`config.mk`:
```
export PLATFORM = sky130hd
export DESIGN_NAME = d2p_read_sequencer
export DESIGN_NICKNAME = d
export VERILOG_FILES = /design/src/rtl/d2p_read_sequencer_pkg.sv /design/src/rtl/d2p_bank_tracker.sv /design/src/rtl/d2p_read_sequencer.sv
export SDC_FILE = /design/constraint.sdc
export NUM_CORES = 1
export LEC_CHECK = 0
export ABC_AREA = 0
export BUFFER_PORTS_ARGS = -buffer_cell sky130_fd_sc_hd__buf_2
export CAP_MARGIN = 20
export CELL_PAD_IN_SITES_DETAIL_PLACEMENT = 1
export CELL_PAD_IN_SITES_GLOBAL_PLACEMENT = 2
export CORE_ASPECT_RATIO = 2
export CORE_MARGIN = 5
export CORE_UTILIZATION = 29
export DETAILED_ROUTE_END_ITERATION = 8
export PLACE_DENSITY = 0.82
export SETUP_SLACK_MARGIN = 0.1
export SKIP_CTS_REPAIR_TIMING = 1
export SLEW_MARGIN = 20
export SYNTH_ARGS = -nofsm -noshare
export SYNTH_HDL_FRONTEND = slang
export SYNTH_HIERARCHICAL = 1
export SYNTH_SLANG_ARGS = --single-unit
export TNS_END_PERCENT = 5
```
`constraint.sdc`:
```
create_clock -name clk -period 1.6 [get_ports clk]
set_input_delay 0.24 -clock clk [delete_from_list [all_inputs] [get_ports clk]]
set_output_delay 0.24 -clock clk [all_outputs]
set_load 0.1 [all_outputs]
```
`src/rtl/d2p_read_sequencer_pkg.sv`:
```
// Shared definitions for the D2P ping-pong buffer read/write controllers.
// Holds the single-bank layer threshold, the word geometry and the read FSM encoding.
package d2p_read_sequencer_pkg;

  // Layers below this value use only bank 0 of the ping-pong buffer.
  localparam int unsigned LAYER_SINGLE_BANK_MAX = 4;

  // Feature elements packed into one RAM word.
  localparam int unsigned WORD_ELEMS = 8;

  typedef enum logic [1:0] {
    IDLE = 2'd0,
    READ = 2'd1,
    DONE = 2'd2
  } seq_state_t;

  function automatic logic is_single_bank(input logic [3:0] layer);
    return layer < 4'(LAYER_SINGLE_BANK_MAX);
  endfunction

endpackage

```
`src/rtl/d2p_bank_tracker.sv`:
```
// Ping-pong bank ownership tracker: write/read bank pointers, per-bank full
// flags and a sticky overflow flag. Shared by the reader and the writer side.
// Ports:
//   clk, rst      - clock, synchronous active-high reset
//   single_bank   - hold both pointers at bank 0
//   wr_done       - writer finished filling bank wr_ptr (1-cycle pulse)
//   rd_release    - reader finished draining bank rd_ptr (1-cycle pulse)
//   wr_ptr/rd_ptr - current write / read bank
//   bank_full     - per-bank full flags
//   overflow      - writer completed a bank that was still full (sticky)
module d2p_bank_tracker (
  input  logic       clk,
  input  logic       rst,
  input  logic       single_bank,
  input  logic       wr_done,
  input  logic       rd_release,
  output logic       wr_ptr,
  output logic       rd_ptr,
  output logic [1:0] bank_full,
  output logic       overflow
);

  logic [1:0] clr_mask;
  logic [1:0] set_mask;
  logic [1:0] full_after_clr;
  logic       conflict;

  // Release is applied before the set, so clear+set of one bank leaves it full without error.
  always_comb begin
    clr_mask       = rd_release ? (2'b01 << rd_ptr) : 2'b00;
    full_after_clr = bank_full & ~clr_mask;
    conflict       = wr_done && full_after_clr[wr_ptr];
    set_mask       = (wr_done && !conflict) ? (2'b01 << wr_ptr) : 2'b00;
  end

  always_ff @(posedge clk) begin
    if (rst) begin
      wr_ptr    <= 1'b0;
      rd_ptr    <= 1'b0;
      bank_full <= 2'b00;
      overflow  <= 1'b0;
    end else begin
      bank_full <= full_after_clr | set_mask;
      if (conflict) overflow <= 1'b1;
      if (single_bank) begin
        wr_ptr <= 1'b0;
        rd_ptr <= 1'b0;
      end else begin
        if (wr_done && !conflict) wr_ptr <= ~wr_ptr;
        if (rd_release)           rd_ptr <= ~rd_ptr;
      end
    end
  end

endmodule

```
`src/rtl/d2p_read_sequencer.sv`:
```
// Read-side controller of the D2P ping-pong feature buffer. Waits for a full
// bank, sweeps it channel by channel into the pointwise 1x1 array, pulses
// point11_done and releases the bank back to the writer.
// Ports:
//   clk, rst          - clock, synchronous active-high reset
//   layer             - current layer; below the threshold only bank 0 is used
//   bank_wr_done      - writer finished a bank (1-cycle pulse)
//   point_ready       - pointwise array accepts a channel this cycle
//   buf_dout          - RAM port-B read data (1-cycle latency)
//   buf_addrb/buf_enb - RAM port-B address and read enable
//   point_channel_sel - channel currently issued
//   point_input       - word presented to the pointwise array
//   point_valid       - point_input holds the word of an earlier issue
//   point11_done      - 1-cycle pulse after the last channel of a bank
//   bank_full         - per-bank full flags (writer back-pressure)
//   overflow          - sticky bank overflow error
module d2p_read_sequencer
  import d2p_read_sequencer_pkg::*;
#(
  parameter int unsigned DATA_WIDTH = 8,
  parameter int unsigned CHANNELS   = 32
) (
  input  logic                                  clk,
  input  logic                                  rst,
  input  logic [3:0]                            layer,
  input  logic                                  bank_wr_done,
  input  logic                                  point_ready,
  input  logic [DATA_WIDTH*WORD_ELEMS-1:0]      buf_dout,
  output logic [$clog2(CHANNELS/WORD_ELEMS):0]  buf_addrb,
  output logic                                  buf_enb,
  output logic [7:0]                            point_channel_sel,
  output logic [DATA_WIDTH*WORD_ELEMS-1:0]      point_input,
  output logic                                  point_valid,
  output logic                                  point11_done,
  output logic [1:0]                            bank_full,
  output logic                                  overflow
);

  localparam int unsigned WORDS   = CHANNELS / WORD_ELEMS;
  localparam int unsigned WIDX    = $clog2(WORDS);
  localparam int unsigned DW      = DATA_WIDTH * WORD_ELEMS;
  localparam logic [7:0]  LAST_CH = 8'(CHANNELS - 1);

  seq_state_t    state_q, state_d;
  logic [7:0]    chan_q, chan_d;
  logic          enb_c;
  logic          release_c;
  logic          done_q;
  logic          single;
  logic          rd_ptr;
  logic          wr_ptr;
  logic          valid_q1, valid_q2;
  logic [DW-1:0] data_q;

  assign single = is_single_bank(layer);

  d2p_bank_tracker u_tracker (
    .clk        (clk),
    .rst        (rst),
    .single_bank(single),
    .wr_done    (bank_wr_done),
    .rd_release (release_c),
    .wr_ptr     (wr_ptr),
    .rd_ptr     (rd_ptr),
    .bank_full  (bank_full),
    .overflow   (overflow)
  );

  // State and channel registers.
  always_ff @(posedge clk) begin
    if (rst) begin
      state_q <= IDLE;
      chan_q  <= 8'd0;
      done_q  <= 1'b0;
    end else begin
      state_q <= state_d;
      chan_q  <= chan_d;
      done_q  <= (state_d == DONE);
    end
  end

  // Next-state, channel advance and RAM read enable.
  always_comb begin
    state_d   = state_q;
    chan_d    = chan_q;
    enb_c     = 1'b0;
    release_c = 1'b0;
    unique case (state_q)
      IDLE: begin
        if (bank_full[rd_ptr]) begin
          state_d = READ;
          chan_d  = 8'd0;
        end
      end
      READ: begin
        if (point_ready) begin
          enb_c = 1'b1;
          if (chan_q == LAST_CH) state_d = DONE;
          else                   chan_d  = chan_q + 8'd1;
        end
      end
      DONE: begin
        release_c = 1'b1;
        chan_d    = 8'd0;
        state_d   = IDLE;
      end
      default: state_d = IDLE;
    endcase
  end

  // Output pipeline; single-bank mode adds one register stage on data and valid.
  always_ff @(posedge clk) begin
    if (rst) begin
      valid_q1 <= 1'b0;
      valid_q2 <= 1'b0;
      data_q   <= '0;
    end else begin
      valid_q1 <= enb_c;
      valid_q2 <= valid_q1;
      if (valid_q1) data_q <= buf_dout;
    end
  end

  assign buf_enb           = enb_c;
  assign buf_addrb         = {rd_ptr, WIDX'(chan_q[7:3])};
  assign point_channel_sel = chan_q;
  assign point11_done      = done_q;
  assign point_valid       = single ? valid_q2 : valid_q1;
  assign point_input       = single ? data_q : buf_dout;

endmodule

```
==> impl_metrics.ini, run 1 <==
[run_status]
outcome = completed

[detailed_routing]
ant_nets = 0
num_vias = 3375
drt_wl_total_microns = 12900
first_pass_iters = 4
drt_iter0_drc = 72
wl_per_cell_microns = 18.8
drc = 0
via_per_inst = 4.92

[final_layout]
n_fill_cell = 1467
drive_gt1_share_pct = 51.8
antenna_cells = 0
syn2layout_area_growth_pct = 64.3
final-seq-area_sq_um = 1690
nets = 599
final_cells = 686
multiInputGateArea_sq_um = 2240

[timing]
hold_viol_final = 0
fmax_mhz = 626
finalCriticalPeriod_ns = 1.60
skew_ns = 0.0127
rsz0062_at_grt = yes
slew-limit-headroom_pct = 67.1
timing.hold.ws_ns = 0.155
tightest_slew_ns = 0.497
period_share_pct = 99.9
maxSlewViolCount = 0
setup_viol = 0
setup_slack_ns = 0.00175

[synthesis]
synth_warnings = 6
mappedNetlistNets = 447
yosysSeqAreaShare_pct = 42.0
ys_types = 36
netlist_area_sq_um = 3910
syn_area_per_cell_sq_um = 10.4
postSynth.asyncResetShare_pct = 0
synth-seq-cells = 82
synth_top_area_cell = dfxtp_1
yosysMostFrequentCell = dfxtp_1
synth_cells = 374
yosysTopAreaCellShare_pct = 42.0
synth-edff-count = 0
synth.area.top_cells = dfxtp_1 (42%), mux2_2 (19%), mux2i_1 (18%), nor2_1 (6.6%), buf_2 (1.8%)
synth_ff_type = dfxtp_1
synthTopCellsByCount = dfxtp_1 (82), mux2i_1 (70), nor2_1 (69), mux2_2 (65), buf_2 (14)

[global_routing]
grt_max_degree = 46
antenna_found_initial = 0
grt_usage_pct = 14.4
grt_pass1_vias = 3636
grt_overflow = 0
grt_pass1_wl_microns = 18400

[cts]
htree_levels = 3
cts_buffers = 9
cts_buffer_depth = 2
clock-sinks = 82
cts_tree = done
clkLatencyLatePin_ns = 0.34
clockRootBuffer = clkbuf_16
cts.clk_slew.worst_paths_ns = 0.07

[place]
io_buffers = 150
place_inst = 661
hpwl_microns = 8720
gp_congestion = 0.691
place_ws_ns = -0.0966

[die]
initial_utilization_pct = 29.2
dieWidth_microns = 92.1
die_y_microns = 174
core_sq_um = 13400
rows = 60
ios = 153
die-area_sq_um = 16000

[worst_setup_path]
worst_setup_path_start_kind = primary input
crit_fanout = 11
endpoint_kind = output pin
crit_type = primary input to output pin
arrival_ns = 1.36
worstPathRequired_ns = 1.36

[run]
drv_cap = 0

[pwr]
max-vdd-ir-drop_uv = 641
p_leak_uw = 0.00266
p_per_area_nw_per_um2 = 1010

[worst_hold_path]
min_path_type = primary input to flip-flop
[placed cells by master (no fill, tap or decap), drive strengths merged]
master / n
dfxtp: 82
a21o: 1
inv: 2
mux2: 66
nor3: 2
mux2i: 70
xnor2: 1
or2: 1
a311o: 1
or3b: 6
o221a: 1
nor3b: 1
nand4bb: 1
o21ai: 1
buf: 165
and4: 1
nand2: 2
nand3b: 7
nand4: 2
a21oi: 8
nor2b: 4
o21bai: 1
clkbuf: 18
ha: 1
nand3: 4
nor2: 69
and2b: 1
a21boi: 4
nand2b: 1
and3: 3
bufinv: 2
clkinv: 1
nor4b: 1
[path summary, 6_finish.rpt]
check	start	slack, ns	depth (start not counted)	end
max	layer[3]	0.002	6	point_input[60]
min reg2reg	data_q[56]$_SDFFE_PP0P_	0.49	2	data_q[56]$_SDFFE_PP0P_
min	buf_dout[14]	0.15	3	data_q[14]$_SDFFE_PP0P_
max reg2reg	u_tracker/rd_ptr$_SDFFE_PP0P_	0.07	5	point_channel_sel[7]$_SDFFE_PP0P_
[layer usage]
layer | up-vias | track usage, % | wire length, microns
met5 | - | 0 | 0
met4 | 0 | 5.89 | 356
met3 | 20 | 3.64 | 645
met2 | 97 | 27.9 | 7510
met1 | 1649 | 14.0 | 4380
li1 | 1609 | - | -
[registers in the layout (all words and copies together), names as in the netlist]
name	count
data_q	64
point_channel_sel	8
state_q	2
u_tracker/bank_full	2
point11_done	1
u_tracker/overflow	1
u_tracker/rd_ptr	1
u_tracker/wr_ptr	1
valid_q1	1
valid_q2	1
[stage by stage]
stage                     instance area [sq um]  TNS [ns]  total power [uW]  util (%)
after global placement                     5350     -2.88              3890      40.0
after CTS                                  5680     -3.95              6250      42.5
after global routing                       6420    -0.614              6720      48.0
after detailed placement                   5350     -3.86              3920      40.0
final                                      6420         0              6470      48.0
after floorplan                            3980     -1.06              3430         -
[where the power goes]
group / internal, uW / total (uW) / leakage, uW / switching, uW
registers: 2080 / 2110 / 0.000673 / 34.9
clock network: 1460 / 2300 / 0.000162 / 838
logic: 757 / 2060 / 0.00182 / 1300
[worst max-delay path, cell delays in order]
cell and delay, ns:
buf_2 0.11, nor2_4 0.10, buf_12 0.17, clkbuf_16 0.18
mux2_2 0.37, buf_12 0.17
[cells by family after synthesis]
logic type	count (synthesis)	synth area share (%)
flip-flops	82	42.0
AO/OA/AOI/OAI	17	3.14
multiplexers	136	37.0
XOR/XNOR	1	0.224
buffers and inverters	31	3.91
adder cells (fa/ha/maj)	1	0.320
AND/OR/NAND/NOR	106	13.4
[cell type report]
class,instances,share of cell area [%]
Sequential cell,82,26.3
Tap cell,155,3.02
Clock buffer,12,4.02
Timing Repair Buffer,171,30.6
Multi-Input combinational cell,261,35.0
Inverter,1,0.0585
Clock inverter,4,1.11
No activity file was read; power rests on OpenSTA's default activity.
==> inputs of run 2 (changes only) <==
--- a/config.mk
+++ b/config.mk
@@ -16,7 +16,6 @@
 export DETAILED_ROUTE_END_ITERATION = 8
 export PLACE_DENSITY = 0.82
 export SETUP_SLACK_MARGIN = 0.1
-export SKIP_CTS_REPAIR_TIMING = 1
 export SLEW_MARGIN = 20
 export SYNTH_ARGS = -nofsm -noshare
 export SYNTH_HDL_FRONTEND = slang
==> constraint.sdc (replaced) <==
create_clock -name clk -period 1.6 [get_ports clk]
set_input_delay 0.08 -clock clk [delete_from_list [all_inputs] [get_ports clk]]
set_output_delay 0.08 -clock clk [all_outputs]
set_load 0.1 [all_outputs]
==> run 2 against run 1 <==
Against the previous run: final cell count up 3.1%; critical path depth shrank 1; combinational power shrank 13%; clock skew is 0.0027 ns lower; utilization is 3.8 points lower; design area is 8.0% lower; sequential cell count did not move; hold slack worse by 0.15 ns; sequential power barely moved; critical endpoint is now point_channel_sel[2]$_SDFFE_PP0P_; largest cell class unchanged; largest power group is now sequential cells; highest routed layer unchanged.
==> impl_metrics.ini, run 2 (synthesis gave the netlist of run 1 again) <==
[run_status]
outcome = completed

[final_layout]
nets = 620
drive_gt1_share_pct = 48.6
antenna_cells = 0
n_fill_cell = 1500
syn2layout_area_growth_pct = 51.1
final_cell_mix = buf_2 (123), mux2i_1 (70), nor2_1 (68), dfxtp_1 (68), mux2_2 (65)
largest_register_ff_count = 64
largest_register = data_q
layout_commonest_cell = buf_2

[pwr]
netSwitchingPower_uw = 2150
internal_power_uw = 3860
p_leak_uw = 0.00244
seqPwrFrac_pct = 35.2
comb_power_share_pct = 29.8
power_frac_clock_pct = 35.0
total_power_uw = 6010
switching_share_pct = 35.7
p_per_area_nw_per_um2 = 1020
max-vdd-ir-drop_uv = 577

[cts]
clkLatencyLatePin_ns = 0.34
htree_levels = 3
cts_buffers = 9
clockRootBuffer = clkbuf_16
cts_buffer_depth = 2
cts.clk_slew.worst_paths_ns = 0.07
clock-sinks = 82
cts_tree = done

[place]
gp_congestion = 0.757
hpwl_microns = 8640
io_buffers = 150

[detailed_routing]
drc = 0
first_pass_iters = 4
met3_length_microns = 592
wl_met2_microns = 6750
via_per_inst = 4.81
routed.top_layer = met4
met1_length_microns = 3980
drt_iter0_drc = 88
wl_per_cell_microns = 16.4
drt_wl_total_microns = 11600
ant_nets = 0
num_vias = 3402

[worst_setup_path]
reg2reg_from = point_channel_sel[0]$_SDFFE_PP0P_
arrival_ns = 1.70
r2r_end = point_channel_sel[2]$_SDFFE_PP0P_
worst_setup_path_start_kind = flip-flop
crit_type = flip-flop to flip-flop
endpoint_kind = flip-flop
reg2regPathDepth = 5
rrSetupSlack_ns = 0.15
crit_fanout = 10
worstPathRequired_ns = 1.85

[global_routing]
grt_pass1_vias = 3828
grt_pass1_wl_microns = 19200
grt_max_degree = 52
grt_overflow = 0
grt_usage_pct = 15.0
antenna_found_initial = 0

[die]
ios = 153
die_y_microns = 174
core_sq_um = 13400
initial_utilization_pct = 29.2
die-area_sq_um = 16000
dieWidth_microns = 92.1
rows = 60

[timing]
slew-limit-headroom_pct = 66.3
maxSlewViolCount = 0
skew_ns = 0.00996
final.setup.tns_ns = 0
fmax_mhz = 689
setup_viol = 0
rsz0062_at_grt = yes
hold_viol_final = 0
period_share_pct = 90.7
finalCriticalPeriod_ns = 1.45
tightest_slew_ns = 0.509

[worst_hold_path]
hp-start = buf_dout[29]
min_path_cells = 3
whs_endpoint = data_q[29]$_SDFFE_PP0P_
min_path_type = primary input to flip-flop

[run]
drv_cap = 0
-- run 2: changes by cell type in the layout (fill, tap and decap cells not counted), sizes merged --
| cell | delta |
|---|---|
| inv | +2 |
| buf | -3 |
| clkinv | +1 |
| o21bai | +1 |
| dlygate4sd3 | +28 |
| clkbuf | -7 |
| bufinv | -1 |
-- run 2: worst max-delay path by stage --
| stage | from | to | slack [ns] |
|---|---|---|---|
| after floorplan | point_channel_sel[1]$_SDFFE_PP0P_ | point_channel_sel[3]$_SDFFE_PP0P_ | 0.09 |
| after global placement | u_tracker/rd_ptr$_SDFFE_PP0P_ | point_channel_sel[3]$_SDFFE_PP0P_ | 0.09 |
| after detailed placement | u_tracker/rd_ptr$_SDFFE_PP0P_ | point_channel_sel[3]$_SDFFE_PP0P_ | 0.07 |
| after CTS | u_tracker/rd_ptr$_SDFFE_PP0P_ | point_channel_sel[2]$_SDFFE_PP0P_ | 0.06 |
| after global routing | u_tracker/rd_ptr$_SDFFE_PP0P_ | point_channel_sel[3]$_SDFFE_PP0P_ | 0.07 |
| final | point_channel_sel[0]$_SDFFE_PP0P_ | point_channel_sel[2]$_SDFFE_PP0P_ | 0.15 |
-- run 2: power by group through the flow --
stage          Combinational (uW)  Sequential [uW]  Clock [uW]
2_1_floorplan                1230             2200           0
3_3_place_gp                 1710             2160           0
3_5_place_dp                 1730             2160           0
4_1_cts                      1790             2120        2180
5_1_grt                      1860             2120        2270
6_report                     1790             2120        2100
-- run 2: what timing repair did --
item                                    CTS  global route
buffers inserted                          2             0
endpoints found under the hold margin    27             1
gates resized for setup                   1             8
endpoints found under the setup margin    8            12
pin swaps                                 1             1
cloned                                    1             0
hold buffers                             27             1
-- run 2: per-layer routing --
metal  vias to the layer above  track usage, %
li1                       1653               -
met2                        98            29.0
met4                         0            6.08
met3                        19            3.64
met1                      1632            14.8
met5                         -               0
-- run 2: critical path: stages, from the launching register on --
cell      delay (ns)
dfxtp_4         0.37
ha_4            0.16
and3_4          0.20
a21o_4          0.25
a21boi_1        0.20
mux2i_1         0.20
-- run 2: final cells by class --
type	instances	area, sq um	area share [%]
flip-flops and latches	82	1690	28.6
inverters	1	3.75	0.0636
multi-input cells	262	2170	36.8
well taps	155	194	3.28
clock buffers	10	229	3.88
clock inverters	6	73.8	1.25
repair buffers	191	1550	26.2
-- run 2: per-stage QoR --
step           setup slack (ns)  std cells  cell area, sq um  utilization [%]  hold WS (ns)
4_1_cts                  0.0613        706              5870             43.9      0.000368
3_3_place_gp             0.0886        660              5270             39.4         0.327
6_report                  0.149        707              5900             44.2       0.00925
5_1_grt                  0.0730        707              5900             44.2       0.00848
2_1_floorplan            0.0901        374              3970                -         0.143
3_5_place_dp             0.0652        660              5270             39.4         0.339
